`src/rtl/afifo_wr_arbiter.sv`:
```
// Round-robin arbiter sharing the async FIFO write port among NUM_REQ producers.
// Optional AFIFO_ARB_STATS_EN adds saturating stall_cnt / grant_cnt outputs.
module afifo_wr_arbiter #(
    parameter int DATA_WIDTH = 32,
    parameter int NUM_REQ    = 4,
    parameter int MAX_BURST  = 4
) (
    input  logic                            wclk,
    input  logic                            wrst,
    input  logic [NUM_REQ-1:0]              req_valid,
    input  logic [NUM_REQ*DATA_WIDTH-1:0]   req_data,
    output logic [NUM_REQ-1:0]              req_ready,
    output logic                            winc,
    output logic [DATA_WIDTH-1:0]           wdata,
    input  logic                            wfull,
    output logic [$clog2(NUM_REQ)-1:0]      grant_id,
    output logic                            busy
`ifdef AFIFO_ARB_STATS_EN
    ,
    output logic [15:0]                     stall_cnt,
    output logic [15:0]                     grant_cnt
`endif
);

    localparam int unsigned IDW  = $clog2(NUM_REQ);
    localparam int unsigned BCW  = $clog2(MAX_BURST) + 1;
    localparam int unsigned NREQ = NUM_REQ;
    localparam int unsigned DW   = DATA_WIDTH;

    localparam logic [0:0] IDLE  = 1'b0;
    localparam logic [0:0] GRANT = 1'b1;

    logic [0:0]            state;
    logic [IDW-1:0]        owner;
    logic [IDW-1:0]        last_owner;
    logic [BCW-1:0]        beat_cnt;

    logic                  accept;
    logic                  pick_found;
    logic [IDW-1:0]        pick_idx;
    logic [DATA_WIDTH-1:0] beat [NUM_REQ];

    always_comb begin
        for (int unsigned i = 0; i < NREQ; i++) begin
            beat[i] = req_data[i*DW +: DW];
        end
    end

    assign accept   = (state == GRANT) && req_valid[owner] && !wfull && !wrst;
    assign winc     = accept;
    assign busy     = (state == GRANT);
    assign grant_id = owner;
    assign wdata    = (state == GRANT) ? beat[owner] : '0;

    always_comb begin
        for (int unsigned i = 0; i < NREQ; i++) begin
            req_ready[i] = accept && (IDW'(i) == owner);
        end
    end

    // Rotating search starting just after the previous owner.
    always_comb begin
        int unsigned cand;
        cand       = 0;
        pick_found = 1'b0;
        pick_idx   = '0;
        for (int unsigned k = 1; k <= NREQ; k++) begin
            cand = (32'(last_owner) + k) % NREQ;
            if (!pick_found && req_valid[IDW'(cand)]) begin
                pick_found = 1'b1;
                pick_idx   = IDW'(cand);
            end
        end
    end

    always_ff @(posedge wclk) begin
        if (wrst) begin
            state      <= IDLE;
            owner      <= '0;
            last_owner <= IDW'(NUM_REQ - 1);
            beat_cnt   <= '0;
        end else begin
            case (state)
                IDLE: begin
                    if (pick_found) begin
                        owner    <= pick_idx;
                        beat_cnt <= '0;
                        state    <= GRANT;
                    end
                end
                GRANT: begin
                    if (!req_valid[owner]) begin
                        last_owner <= owner;
                        state      <= IDLE;
                    end else if (accept) begin
                        beat_cnt <= beat_cnt + BCW'(1);
                        if (beat_cnt == BCW'(MAX_BURST - 1)) begin
                            last_owner <= owner;
                            state      <= IDLE;
                        end
                    end
                end
                default: state <= IDLE;
            endcase
        end
    end

`ifdef AFIFO_ARB_STATS_EN
    logic stall;
    logic new_grant;

    assign stall     = (state == GRANT) && req_valid[owner] && wfull;
    assign new_grant = (state == IDLE) && pick_found;

    always_ff @(posedge wclk) begin
        if (wrst) begin
            stall_cnt <= '0;
            grant_cnt <= '0;
        end else begin
            if (stall && (stall_cnt != 16'hFFFF)) begin
                stall_cnt <= stall_cnt + 16'd1;
            end
            if (new_grant && (grant_cnt != 16'hFFFF)) begin
                grant_cnt <= grant_cnt + 16'd1;
            end
        end
    end
`endif

endmodule

```
`config.mk`:
```
export PLATFORM = sky130hd
export DESIGN_NAME = afifo_wr_arbiter
export DESIGN_NICKNAME = d
export VERILOG_FILES = /design/src/rtl/afifo_wr_arbiter.sv
export SDC_FILE = /design/constraint.sdc
export NUM_CORES = 1
export LEC_CHECK = 0
export ABC_CLOCK_PERIOD_IN_PS = 2900
export BUFFER_PORTS_ARGS = -buffer_cell sky130_fd_sc_hd__buf_2
export CAP_MARGIN = 10
export CORE_MARGIN = 8
export CORE_UTILIZATION = 35
export CTS_CLUSTER_DIAMETER = 120
export DETAILED_ROUTE_END_ITERATION = 10
export GPL_TIMING_DRIVEN = 1
export PLACE_DENSITY = 0.82
export SLEW_MARGIN = 20
export SYNTH_ARGS = -nofsm -noshare
export SYNTH_HDL_FRONTEND = slang
export SYNTH_SLANG_ARGS = --single-unit
```
`constraint.sdc`:
```
create_clock -name wclk -period 2.9 [get_ports wclk]
set_clock_uncertainty 0.2 [all_clocks]
set_input_delay 0.58 -clock wclk [delete_from_list [all_inputs] [get_ports wclk]]
set_output_delay 0.58 -clock wclk [all_outputs]
set_load 0.1 [all_outputs]
```
==> results.json <==
{
  "row_count": 24,
  "power.share.clock_pct": 11.5,
  "h-tree-depth": 1,
  "cellLeakagePower_nw": 1.30,
  "rrSetupSlack_ns": 0.80,
  "cp_max_fo": 20,
  "syn_nets": 287,
  "groute.usage.overall_pct": 19.5,
  "diodes": 0,
  "worst_slew_pin_slew_ns": 0.674,
  "cp_data_arrival_time_ns": 1.94,
  "syn_area_per_cell_um2": 10.5,
  "rsz0062_at_grt": "no",
  "cp_top_family": "flip-flops",
  "cts_buffers": 3,
  "p_per_area_mw_per_mm2": 439,
  "r2r_start": "grant_id[1]",
  "routedWlPerCell_um": 19.7,
  "grt_max_degree": 43,
  "ys_async_sr_fraction_pct": 0,
  "critPathRequiredTime_ns": 2.12,
  "dp_hpwl_um": 6110,
  "clk_pin_slew_worst_paths_ns": 0.04,
  "synth_cell_types": 33,
  "drt_first_pass_iters": 5,
  "die_h_um": 82.9,
  "use_met3_pct": 4.00,
  "path_class": "flip-flop to primary output",
  "use_met1_pct": 20.8,
  "cts.sinks": 8,
  "max_stage_delay_ns": 0.51,
  "ys_top_cells_by_area": "mux4_2 (47%), and2_1 (13%), dfxtp_1 (10%)",
  "critPathCaptureType": "primary output",
  "grt_pass1_vias": 2101,
  "initial_utilization_pct": 36.3,
  "place.gp.congestion": 0.830,
  "synth_most_common_cell": "mux4_2",
  "synth_cells": 150,
  "swShare_pct": 56.8,
  "ios": 175,
  "final_nets": 453,
  "clockBufferDepth": 2,
  "yosys_warnings": 0,
  "path_cells": "buf_12 -> mux4_2 -> and2_1 -> buf_2",
  "drv_cap": 0,
  "finalSetupViolations": 0,
  "cts_tree": "yes",
  "ys_top_cells_by_count": "mux4_2 (33), and2_1 (32), nand2_1 (9), nor2_1 (9), dfxtp_1 (8)",
  "synth-edff-count": 0,
  "vias_per_cell": 5.35,
  "nFillCells": 374,
  "critPathLaunchType": "flip-flop",
  "hold_viol": 0,
  "drtIter0Drc": 99,
  "yosysSeqAreaShare_pct": 10.2,
  "p_comb_share_pct": 73.4,
  "dieArea_mm2": 0.00688,
  "synthFlopType": "dfxtp_1",
  "min_from": "beat_cnt[0]",
  "drt-total-wl_um": 7220,
  "ys_seq_elements": 8,
  "clock_latency_ns": 0.23,
  "period_needed_ns": 2.72,
  "fmax_mhz": 368,
  "antenna_found_initial": 0,
  "hold_path.class": "flip-flop to flip-flop",
  "fin_crit_sh_pct": 93.8,
  "vias": 1957,
  "syn2layout_area_growth_pct": 68.7,
  "placement.setup.worst_slack_ns": 0.185,
  "status": "complete, no violations",
  "grt-busiest-layer": "met2",
  "clockRootBuffer": "clkbuf_8",
  "ant_nets": 0,
  "path_buf_inv": 2,
  "coreArea_mm2": 0.00432,
  "slew-limit-headroom_pct": 55.1,
  "finalPower_mw": 1.16,
  "switchingPower_mw": 0.660,
  "seqPwrFrac_pct": 15.1,
  "drv_slew": 0,
  "holdBufCountCts": 0,
  "grt_use_met2_pct": 38.4,
  "overflow": 0,
  "post-route-drc-count": 0,
  "numPortBuffers": 174,
  "grt_pass1_wl_um": 11100,
  "fp.dieW_um": 82.9,
  "worstSetupStartpoint": "grant_id[0]",
  "setup_ws_ns": 0.180,
  "synth_top_cell_by_area": "mux4_2",
  "ir_drop_uv": 342,
  "layout-drive-gt1-share_pct": 76.1,
  "crit_slowest_cell": "dfxtp_4",
  "synth_area_mm2": 0.00157,
  "internal_power_mw": 0.503,
  "netlist.area_leader.share_pct": 47.4
}
==> worst register-to-register path, cell delays in order, from the launching register on <==
cell and delay [ns]:
dfxtp_4 0.69, mux2_2 0.42, a31oi_1 0.25, a21oi_1 0.10
a311o_1 0.32
==> registers in the layout, summed over array words and instances, names as in the netlist <==
register	flops
beat_cnt	3
busy	1
grant_id	2
last_owner	2
==> layout by cell type, fill, tap and decap left out, types with 2 or more instances in the layout <==
cell type / Yosys / layout
and2_2: 0 / 13
o41ai_2: 2 / 2
a21oi_1: 6 / 6
buf_12: 0 / 5
and2_1: 32 / 19
nand2_1: 9 / 9
dfxtp_1: 8 / 5
a211oi_1: 2 / 2
mux2_2: 2 / 2
dfxtp_4: 0 / 2
nor2_1: 9 / 8
inv_1: 6 / 6
clkbuf_8: 0 / 3
nand3_1: 3 / 3
nand2b_1: 4 / 4
a31oi_1: 2 / 2
ha_1: 2 / 2
mux4_2: 33 / 33
o21ai_0: 2 / 2
buf_2: 4 / 170
==> cells by family after synthesis <==
family                   synth area share (%)
adder cells (fa/ha/maj)                  1.60
buffers and inverters                    6.86
AO/OA/AOI/OAI                            9.18
flip-flops                               10.2
AND/OR/NAND/NOR                          22.7
multiplexers                             49.5
==> path summary, 6_finish.rpt <==
check	endpoint	cells past startpoint
setup / recovery	wdata[28]	4
hold / removal	beat_cnt[0]	1
setup reg to reg	last_owner[1]	4
hold reg to reg	beat_cnt[0]	1
==> layout make-up <==
type                       count  area, um^2  area share (%)
sequential                     8         169            6.39
timing repair buffer         177         986            37.3
inverter                       6        22.5           0.851
tap                           52        65.1            2.46
multi-input combinational    120        1360            51.5
clock buffer                   3        41.3            1.56
==> power groups by stage <==
| stage | Combinational [mW] | Clock [mW] | Sequential [mW] |
|---|---|---|---|
| after CTS | 0.838 | 0.137 | 0.185 |
| after detailed placement | 0.813 | 0 | 0.202 |
| after global placement | 0.800 | 0 | 0.200 |
| after global routing | 0.891 | 0.143 | 0.183 |
| after floorplan | 0.670 | 0 | 0.167 |
| final | 0.853 | 0.133 | 0.176 |
==> per-stage QoR <==
| stage | setup TNS (ns) | util (%) | instances | hold slack, ns | area, um^2 |
|---|---|---|---|---|---|
| 5_1_grt | 0 | 61.2 | 366 | 0.306 | 2650 |
| 6_report | 0 | 61.2 | 366 | 0.271 | 2650 |
| 3_3_place_gp | 0 | 59.1 | 361 | 0.248 | 2560 |
| 3_5_place_dp | 0 | 59.1 | 361 | 0.273 | 2560 |
| 2_1_floorplan | -0.0912 | - | 150 | 0.236 | 1640 |
| 4_1_cts | 0 | 60.5 | 365 | 0.278 | 2620 |
==> timing repair <==
action / in CTS / in global routing
gates resized for setup: 0 / 0
setup buffers: 1 / 1
hold endpoints to repair: 0 / 0
endpoints found under the setup margin: 27 / 11
==> metal layers <==
layer,vias up,share of wire [%]
met5,-,0
met4,0,0.93
met3,4,8.1
met2,112,57
met1,931,34
li1,910,-
Power figures use the tool's default switching activity.
